`config.mk`:
```
export PLATFORM = sky130hd
export DESIGN_NAME = dbg_prog_loader
export DESIGN_NICKNAME = d
export VERILOG_FILES = /design/src/rtl/dbg_prog_loader.sv
export SDC_FILE = /design/constraint.sdc
export NUM_CORES = 1
export LEC_CHECK = 0
export BUFFER_PORTS_ARGS = -buffer_cell sky130_fd_sc_hd__buf_2
export CORE_MARGIN = 4
export CORE_UTILIZATION = 30
export CTS_CLUSTER_SIZE = 28
export DETAILED_ROUTE_END_ITERATION = 10
export PLACE_DENSITY_LB_ADDON = 0.1
export SLEW_MARGIN = 10
export SYNTH_ARGS = -nofsm -noshare
export SYNTH_HDL_FRONTEND = slang
export SYNTH_SLANG_ARGS = --single-unit
```
`constraint.sdc`:
```
create_clock -name clk_i -period 4.3 [get_ports clk_i]
set_input_delay 0.645 -clock clk_i [delete_from_list [all_inputs] [get_ports clk_i]]
set_output_delay 0.645 -clock clk_i [all_outputs]
set_load 0.1 [all_outputs]
```
`src/rtl/dbg_prog_loader.sv`:
```
// Streamed instruction-memory loader: buffers DATA words and replays them as
// paced auto-incrementing debug writes, holding the core in reset until drained.
module dbg_prog_loader #(
    parameter int XLEN       = 32,
    parameter int FIFO_DEPTH = 4,
    parameter int IMEM_WORDS = 64,
    parameter int WR_GAP     = 0
) (
    input  logic            clk_i,
    input  logic            rst_i,
    input  logic            cmd_valid_i,
    output logic            cmd_ready_o,
    input  logic [1:0]      cmd_op_i,
    input  logic [XLEN-1:0] cmd_data_i,
    output logic            dbg_wr_en_o,
    output logic [XLEN-1:0] dbg_addr_o,
    output logic [XLEN-1:0] dbg_instr_o,
    output logic            core_rst_o,
    output logic            running_o,
    output logic            err_o,
    output logic [15:0]     words_written_o
);
    localparam int AW = $clog2(FIFO_DEPTH);
    localparam logic [XLEN-1:0] MEM_BYTES = XLEN'(4 * IMEM_WORDS);
    localparam logic [1:0] OP_SET  = 2'b00;
    localparam logic [1:0] OP_DATA = 2'b01;
    localparam logic [1:0] OP_RUN  = 2'b10;
    localparam logic [1:0] OP_HALT = 2'b11;

    typedef enum logic [1:0] {S_LOAD, S_DRAIN, S_RUN} state_e;

    state_e          state_q, state_d;
    logic [XLEN-1:0] ptr_q, ptr_d;
    logic [AW:0]     rd_q, rd_d, wr_q, wr_d;
    logic [3:0]      gap_q, gap_d;
    logic            wr_en_q, wr_en_d;
    logic [XLEN-1:0] addr_q, addr_d, instr_q, instr_d;
    logic            core_rst_q, running_q;
    logic            err_q, err_d;
    logic [15:0]     ww_q, ww_d, ww_base;
    logic [XLEN-1:0] fa_q [FIFO_DEPTH];
    logic [XLEN-1:0] fd_q [FIFO_DEPTH];

    logic empty, full;
    logic push_req, push, pop, bypass, clr_ww;

    assign empty = (wr_q == rd_q);
    assign full  = (wr_q[AW] != rd_q[AW]) && (wr_q[AW-1:0] == rd_q[AW-1:0]);

    always_comb begin
        state_d     = state_q;
        ptr_d       = ptr_q;
        err_d       = err_q;
        cmd_ready_o = 1'b0;
        push_req    = 1'b0;
        clr_ww      = 1'b0;
        unique case (state_q)
            S_LOAD: begin
                cmd_ready_o = !full;
                if (cmd_valid_i && !full) begin
                    case (cmd_op_i)
                        OP_SET: begin
                            if (cmd_data_i[1:0] == 2'b00 && cmd_data_i < MEM_BYTES) begin
                                ptr_d  = cmd_data_i;
                                clr_ww = 1'b1;
                            end else begin
                                err_d = 1'b1;
                            end
                        end
                        OP_DATA: begin
                            if (ptr_q < MEM_BYTES) begin
                                push_req = 1'b1;
                                ptr_d    = ptr_q + XLEN'(4);
                            end else begin
                                err_d = 1'b1;
                            end
                        end
                        OP_RUN:  state_d = S_DRAIN;
                        default: ;
                    endcase
                end
            end
            S_DRAIN: begin
                if (empty && !wr_en_q) state_d = S_RUN;
            end
            S_RUN: begin
                cmd_ready_o = 1'b1;
                if (cmd_valid_i) begin
                    if (cmd_op_i == OP_HALT) state_d = S_LOAD;
                    else if (cmd_op_i != OP_RUN) err_d = 1'b1;
                end
            end
            default: state_d = S_LOAD;
        endcase

        // An empty FIFO lets an incoming word go straight to the write port.
        pop     = 1'b0;
        bypass  = 1'b0;
        wr_en_d = 1'b0;
        addr_d  = addr_q;
        instr_d = instr_q;
        gap_d   = (gap_q != 4'd0) ? gap_q - 4'd1 : 4'd0;
        if (state_q != S_RUN && gap_q == 4'd0) begin
            if (!empty) begin
                pop     = 1'b1;
                wr_en_d = 1'b1;
                addr_d  = fa_q[rd_q[AW-1:0]];
                instr_d = fd_q[rd_q[AW-1:0]];
            end else if (push_req) begin
                bypass  = 1'b1;
                wr_en_d = 1'b1;
                addr_d  = ptr_q;
                instr_d = cmd_data_i;
            end
        end
        if (wr_en_d) gap_d = 4'(WR_GAP);
        push = push_req && !bypass;
        rd_d = pop  ? rd_q + (AW+1)'(1) : rd_q;
        wr_d = push ? wr_q + (AW+1)'(1) : wr_q;

        ww_base = clr_ww ? 16'd0 : ww_q;
        ww_d    = (wr_en_d && ww_base != 16'hFFFF) ? ww_base + 16'd1 : ww_base;
    end

    always_ff @(posedge clk_i) begin
        if (rst_i) begin
            state_q    <= S_LOAD;
            ptr_q      <= '0;
            rd_q       <= '0;
            wr_q       <= '0;
            gap_q      <= '0;
            wr_en_q    <= 1'b0;
            addr_q     <= '0;
            instr_q    <= '0;
            core_rst_q <= 1'b1;
            running_q  <= 1'b0;
            err_q      <= 1'b0;
            ww_q       <= '0;
        end else begin
            state_q    <= state_d;
            ptr_q      <= ptr_d;
            rd_q       <= rd_d;
            wr_q       <= wr_d;
            gap_q      <= gap_d;
            wr_en_q    <= wr_en_d;
            addr_q     <= addr_d;
            instr_q    <= instr_d;
            core_rst_q <= (state_q != S_RUN);
            running_q  <= (state_q == S_RUN);
            err_q      <= err_d;
            ww_q       <= ww_d;
        end
    end

    always_ff @(posedge clk_i) begin
        if (push) begin
            fa_q[wr_q[AW-1:0]] <= ptr_q;
            fd_q[wr_q[AW-1:0]] <= cmd_data_i;
        end
    end

    assign dbg_wr_en_o     = wr_en_q;
    assign dbg_addr_o      = addr_q;
    assign dbg_instr_o     = instr_q;
    assign core_rst_o      = core_rst_q;
    assign running_o       = running_q;
    assign err_o           = err_q;
    assign words_written_o = ww_q;
endmodule
```
Word level (Yosys, flattened, before mapping)
Memory sizes are Yosys's and may differ from the RTL's. A register that Yosys moved wholly into a read port is not among the register bits.
Cells that the tools add are included.
{"block": "classes", "n_eq_ne": 24, "bitwise": 1, "n_addsub": 5, "n_reduce_logical": 22, "magnitude_cmp": 2, "mux": 45}
{"op": "$mux W32", "count": 6}
{"op": "$lt A32 B9 Y1 const B", "count": 2}
{"op": "$pmux W32 S2", "count": 1}
{"op": "$add A32 B3 Y32 const B", "count": 1}
{"op": "$mux W16", "count": 2}
{"op": "$mux W1", "count": 23}
{"op": "$ne A2 B2 Y1 const B", "count": 10}
{"op": "$mux W2", "count": 9}
{"op": "$add A16 B1 Y16 const B", "count": 1}
{"op": "$ne A16 B16 Y1 const B", "count": 1}
{"op": "$reduce_and A5 Y1", "count": 2}
{"op": "$reduce_and A8 Y1", "count": 1}
{"op": "$logic_and A1 B1 Y1", "count": 7}
{"op": "$add A3 B1 Y3 const B", "count": 2}
{"op": "$eq A2 B2 Y1 const B", "count": 3}
{"op": "$logic_not A2 Y1", "count": 3}
{"op": "$ne A3 B3 Y1 const B", "count": 2}
{"op": "$pmux W1 S2", "count": 3}
{"op": "$pmux W2 S3", "count": 1}
{"op": "$eq A2 B1 Y1 const B", "count": 2}
{"op": "$logic_not A4 Y1", "count": 1}
{"op": "$ne A2 B1 Y1 const B", "count": 2}
{"op": "$reduce_bool A2 Y1", "count": 2}
{"op": "$reduce_bool A4 Y1", "count": 1}
{"op": "9 further kinds", "count": 11}
{"block": "word_totals", "word_cells": 113, "ram_bits": 256, "register_bits": 128, "input_bits": 37, "out_inout_bits": 85, "memories": 2}
{"memory": "fa_q", "depth": 4, "width": 32, "read_ports": 1, "rd_ports_with_merged_regs": 1, "wr": 1, "line_no": "41", "text": "logic [XLEN-1:0] fa_q [FIFO_DEPTH];"}
{"memory": "fd_q", "depth": 4, "width": 32, "read_ports": 1, "rd_ports_with_merged_regs": 1, "wr": 1, "line_no": "42", "text": "logic [XLEN-1:0] fd_q [FIFO_DEPTH];"}

Logic depth before layout (Yosys ltp)
{"block": "depth", "word_depth": 13, "mapped_depth": 12}

Least setup slack after synthesis
No wires, ideal clock.
{"block": "synth_timing", "path_type": "input to register", "startpoint": "input cmd_op_i[1]", "endpoint": "memory fa_q[0][0], enable pin", "path_slack_ns": 0.862, "arrival_time_ns": 3.009, "path_stages": 6, "cell_sequence": "inv_1 nand2_1 nor3_1 and3_1 clkbuf_1 and2_1"}
{"block": "synth_via", "elab_chain_cells": 11}
{"item": "from (decl)", "line_no": "13", "text": "input logic [1:0] cmd_op_i,"}
{"item": "$eq A2 B1 Y1 *", "line_no": "61", "text": "case (cmd_op_i)"}
{"item": "$mux W1 *", "line_no": "61"}
{"item": "$mux W1 *", "line_no": "60", "text": "if (cmd_valid_i && !full) begin"}
{"item": "$mux W1 *", "line_no": "57", "text": "unique case (state_q)"}
{"item": "$mux W1", "line_no": "109", "text": "end else if (push_req) begin"}
{"item": "$mux W1", "line_no": "104", "text": "if (!empty) begin"}
{"item": "$mux W1", "line_no": "103", "text": "if (state_q != S_RUN && gap_q == 4'd0) begin"}
{"item": "$logic_not A1 Y1", "line_no": "117", "text": "push = push_req && !bypass;"}
{"item": "$logic_and A1 B1 Y1 *", "line_no": "117"}
{"item": "$mux W1 *", "line_no": "156", "text": "if (push) begin"}
{"item": "$mux W1 (not written as such) *", "line_no": "157", "text": "fa_q[wr_q[AW-1:0]] <= ptr_q;"}
{"item": "to (decl)", "line_no": "41"}
Every way passes the cells marked *; elsewhere a longest branch is shown, timed or not.

Worst setup path after layout
{"block": "layout_timing", "startpoint": "input cmd_data_i[30]", "endpoint": "register ww_q[3], in the netlist words_written_o[3]"}
{"block": "layout_via", "elab_chain_cells": 10, "elab_cells_between_ends": 11, "classes_between": "1 x add/sub; 1 x order compare; 1 x eq/ne; 6 x mux; 2 x reduce/logical"}
{"item": "from (decl)", "line_no": "14", "text": "input logic [XLEN-1:0] cmd_data_i,"}
{"item": "$lt A32 B9 Y1 *", "line_no": "63", "text": "if (cmd_data_i[1:0] == 2'b00 && cmd_data_i < MEM_BYTES) begin"}
{"item": "$logic_and A1 B1 Y1 *", "line_no": "63"}
{"item": "$mux W1 *", "line_no": "63"}
{"item": "$mux W1 *", "line_no": "61"}
{"item": "$mux W1 *", "line_no": "60"}
{"item": "$mux W1 *", "line_no": "57"}
{"item": "$mux W16 *", "line_no": "121", "text": "ww_base = clr_ww ? 16'd0 : ww_q;"}
{"item": "branches (longest 2 deep; another with $add A16 B1 Y16)"}
{"item": "$mux W16 *", "line_no": "122", "text": "ww_d = (wr_en_d && ww_base != 16'hFFFF) ? ww_base + 16'd1 : ww_base;"}
{"item": "to (signal assigned)", "line_no": "151", "text": "ww_q <= ww_d;"}
{"item": "to (decl)", "line_no": "40", "text": "logic [15:0] ww_q, ww_d, ww_base;"}
Mark *: on every way between the ends.
A chain may end at the register's enable or synchronous reset.

==> reports/metrics.yaml <==
vias: 8559
finalSetupTns_ps: 0
portBuffers: 121
slew_viol_final: 0
worstMarginPinSlew_ps: 912
final_cell_mix: "edfxtp_1, dfxtp_1, buf_2"
drt-initial-drc-count: 449
drive_above_1_share: 0.264
p_switching_mw: 5.07
reg2reg_depth: 6
cts_made_buffers: 44
worstPathArrival_ps: 3950
highest_layer: "met5"
period_needed_ps: 3460
async_reset_ff_frac: 0
n_fill_cell: 4792
ios: 122
cts_tree: "done"
p_per_area_nw_per_um2: 705
fmax_mhz: 289
p_comb_frac: 0.351
clockBufferDepth: 3
track_usage: 0.140
wl_met3_mm: 1.71
fin_worst_skew_ps: 23.0
p_int_mw: 7.54
finalSetupViolations: 0
die_w_um: 232
grt_pass1_wl_mm: 57.3
die_h_um: 232
syn_area_per_cell_um2: 15.8
yosysWarnings: 0
num_rows: 81
grt_max_degree: 91
critPathCapture: "words_written_o[3]"
cap_violations: 0
route.met2.wl_mm: 17.5
antenna_cells: 0
core_area_um2: 49300
end_kind: "flop"
period_share: 0.804
clk_pin_slew_worst_paths_ps: 60
rrSetupSlack_ps: 850
drtPass1Iterations: 5
drt_drc_violations_left: 0
final_common_cell: "edfxtp_1"
drt_wl_total_mm: 37.4
htreeDepth: 2
cts-resized-gates: 0
hold_violations: 0
clock_latency_ps: 580
wl_per_cell_um: 21.0
postCtsSetupBuffers: 0
root_buffer: "clkbuf_16"
syn_nets: 997
vias_per_cell: 4.79
p_sw_frac: 0.402
postCtsHoldBufs: 0
synth_ff_type: "edfxtp_1"
rr_endpoint: "fa_q[3][4]"
cp-start-kind: "primary input"
gp_congestion: 0.710
grt_pass1_vias: 8862
worstPathRequired_ps: 4790
synth-edff-count: 256
clkPwrFrac: 0.284
leakagePower_nw: 5.99
post-place-ws_ps: 217
critPathLaunch: "cmd_data_i[30]"
outcome: "complete, no violations"
p_seq_frac: 0.365
clock-sinks: 386
place_hpwl_mm: 22.1
hp-class: "primary input to flop"
yosysUniqueCellTypes: 55
syn-cell-area_um2: 15000
grt_remaining_overflow: 0
yosysSeqAreaShare: 0.685
syn_inst: 951
nets: 1131
critPathMaxFanout: 7
syn2layout_area_growth_pct: 19.2
synth-seq-cells: 386
initial_core_util: 0.305
die_area_um2: 53700
antenna_found_initial: 2
vdd_drop_max_v: 0.000430
worst_slack_ps: 842
worstSetupPathType: "primary input to flop"
wl_met1_mm: 17.6
rsz0062_at_grt: "false"
r2r-start: "ptr_q[13]"
max_slew_margin: 0.392
detail-route-antenna-nets: 0
cell families (layout without fill, tap and decap cells):
group,Yosys count,after routing,share of synthesized area
fa+ha+maj,9,9,0.00750
mux,131,131,0.141
simple gates,219,219,0.0732
buf+inv,66,236,0.0202
flops,386,386,0.685
compound gates,126,126,0.0636
xor+xnor,14,14,0.00966
cell usage after synthesis, types with 2 or more instances:
master / number / share of area
xnor2_1: 7 / 0.0041
o31ai_1: 2 / 0.0010
nand3b_1: 2 / 0.0010
xor2_2: 2 / 0.0022
o2111ai_1: 5 / 0.0029
inv_1: 8 / 0.0020
or3_1: 8 / 0.0033
nand3_1: 12 / 0.0040
clkbuf_1: 25 / 0.0062
mux2i_1: 67 / 0.045
o211ai_2: 3 / 0.0025
o21ai_0: 14 / 0.0047
buf_4: 6 / 0.0030
a211oi_1: 55 / 0.027
nand4_1: 5 / 0.0021
ha_1: 9 / 0.0075
nor2_1: 92 / 0.023
edfxtp_1: 256 / 0.51
dfxtp_1: 130 / 0.17
nor4_1: 15 / 0.0062
xor2_1: 4 / 0.0023
nand2b_1: 5 / 0.0021
nor2b_1: 2 / 0.00083
buf_1: 4 / 0.0010
a211oi_2: 10 / 0.0083
and3_1: 30 / 0.012
nand2_1: 21 / 0.0052
buf_2: 21 / 0.0070
o21a_1: 3 / 0.0015
a22o_1: 2 / 0.0012
mux4_2: 64 / 0.096
a31oi_1: 3 / 0.0012
nor3_1: 10 / 0.0033
a21oi_1: 19 / 0.0063
and2_1: 10 / 0.0042
power groups by stage:
stage	sequential (mW)	combinational (mW)	clock, mW
finish	4.61	4.42	3.58
global route	4.67	4.67	3.89
CTS	4.62	4.50	3.73
detailed placement	4.70	4.49	0
global placement	4.69	4.49	0
floorplan	6.55	1.74	0
registers in the layout (all words and copies together), names as in the netlist, 2 cells and up, named ones only:
register	count
dbg_instr_o	32
rd_q	3
ptr_q	32
fd_q	128
fa_q	128
gap_q	4
words_written_o	16
state_q	2
wr_q	3
dbg_addr_o	32
layout make-up:
type / instances / area, um^2 / area share
multi-input combinational: 499 / 4440 / 0.248
sequential: 386 / 10300 / 0.575
clock buffer: 68 / 1250 / 0.0700
inverter: 9 / 33.8 / 0.00189
timing repair buffer: 145 / 913 / 0.0510
clock inverter: 14 / 126 / 0.00706
tap: 664 / 831 / 0.0464
critical path: stages:
cell      delay (ps)
buf_2            130
nor4_1           520
nand4_1          480
or3_1            540
and2_1           200
ha_1             220
nand4_1          190
nor4_1           100
o311ai_1         130
o211ai_2         250
or3_1            390
a21oi_1          130
worst min path at each step:
stage | start | endpoint | slack [ps] | cells past startpoint
2_1_floorplan | gap_q[0] | gap_q[0] | 420 | 1
6_report | cmd_data_i[3] | fd_q[1][3] | 310 | 1
5_1_grt | cmd_data_i[29] | fd_q[0][29] | 300 | 1
3_5_place_dp | gap_q[0] | gap_q[0] | 440 | 1
4_1_cts | cmd_data_i[29] | fd_q[0][29] | 270 | 1
3_3_place_gp | gap_q[0] | gap_q[0] | 440 | 1
through the flow:
stage / total power, mW / instances / util / hold WS [ps] / area (um^2)
floorplan: 8.29 / 951 / - / 416 / 15000
global placement: 9.18 / 1703 / 0.335 / 437 / 16500
detailed placement: 9.19 / 1703 / 0.335 / 441 / 16500
CTS: 12.8 / 1785 / 0.363 / 274 / 17900
global route: 13.2 / 1785 / 0.363 / 296 / 17900
finish: 12.6 / 1785 / 0.363 / 311 / 17900
per-layer routing:
metal | global-route usage | vias up
li1 | - | 3991
met1 | 0.196 | 4360
met3 | 0.0334 | 48
met2 | 0.222 | 156
met5 | 0 | -
met4 | 0.0325 | 4
No activity file was read; power rests on OpenSTA's default activity.
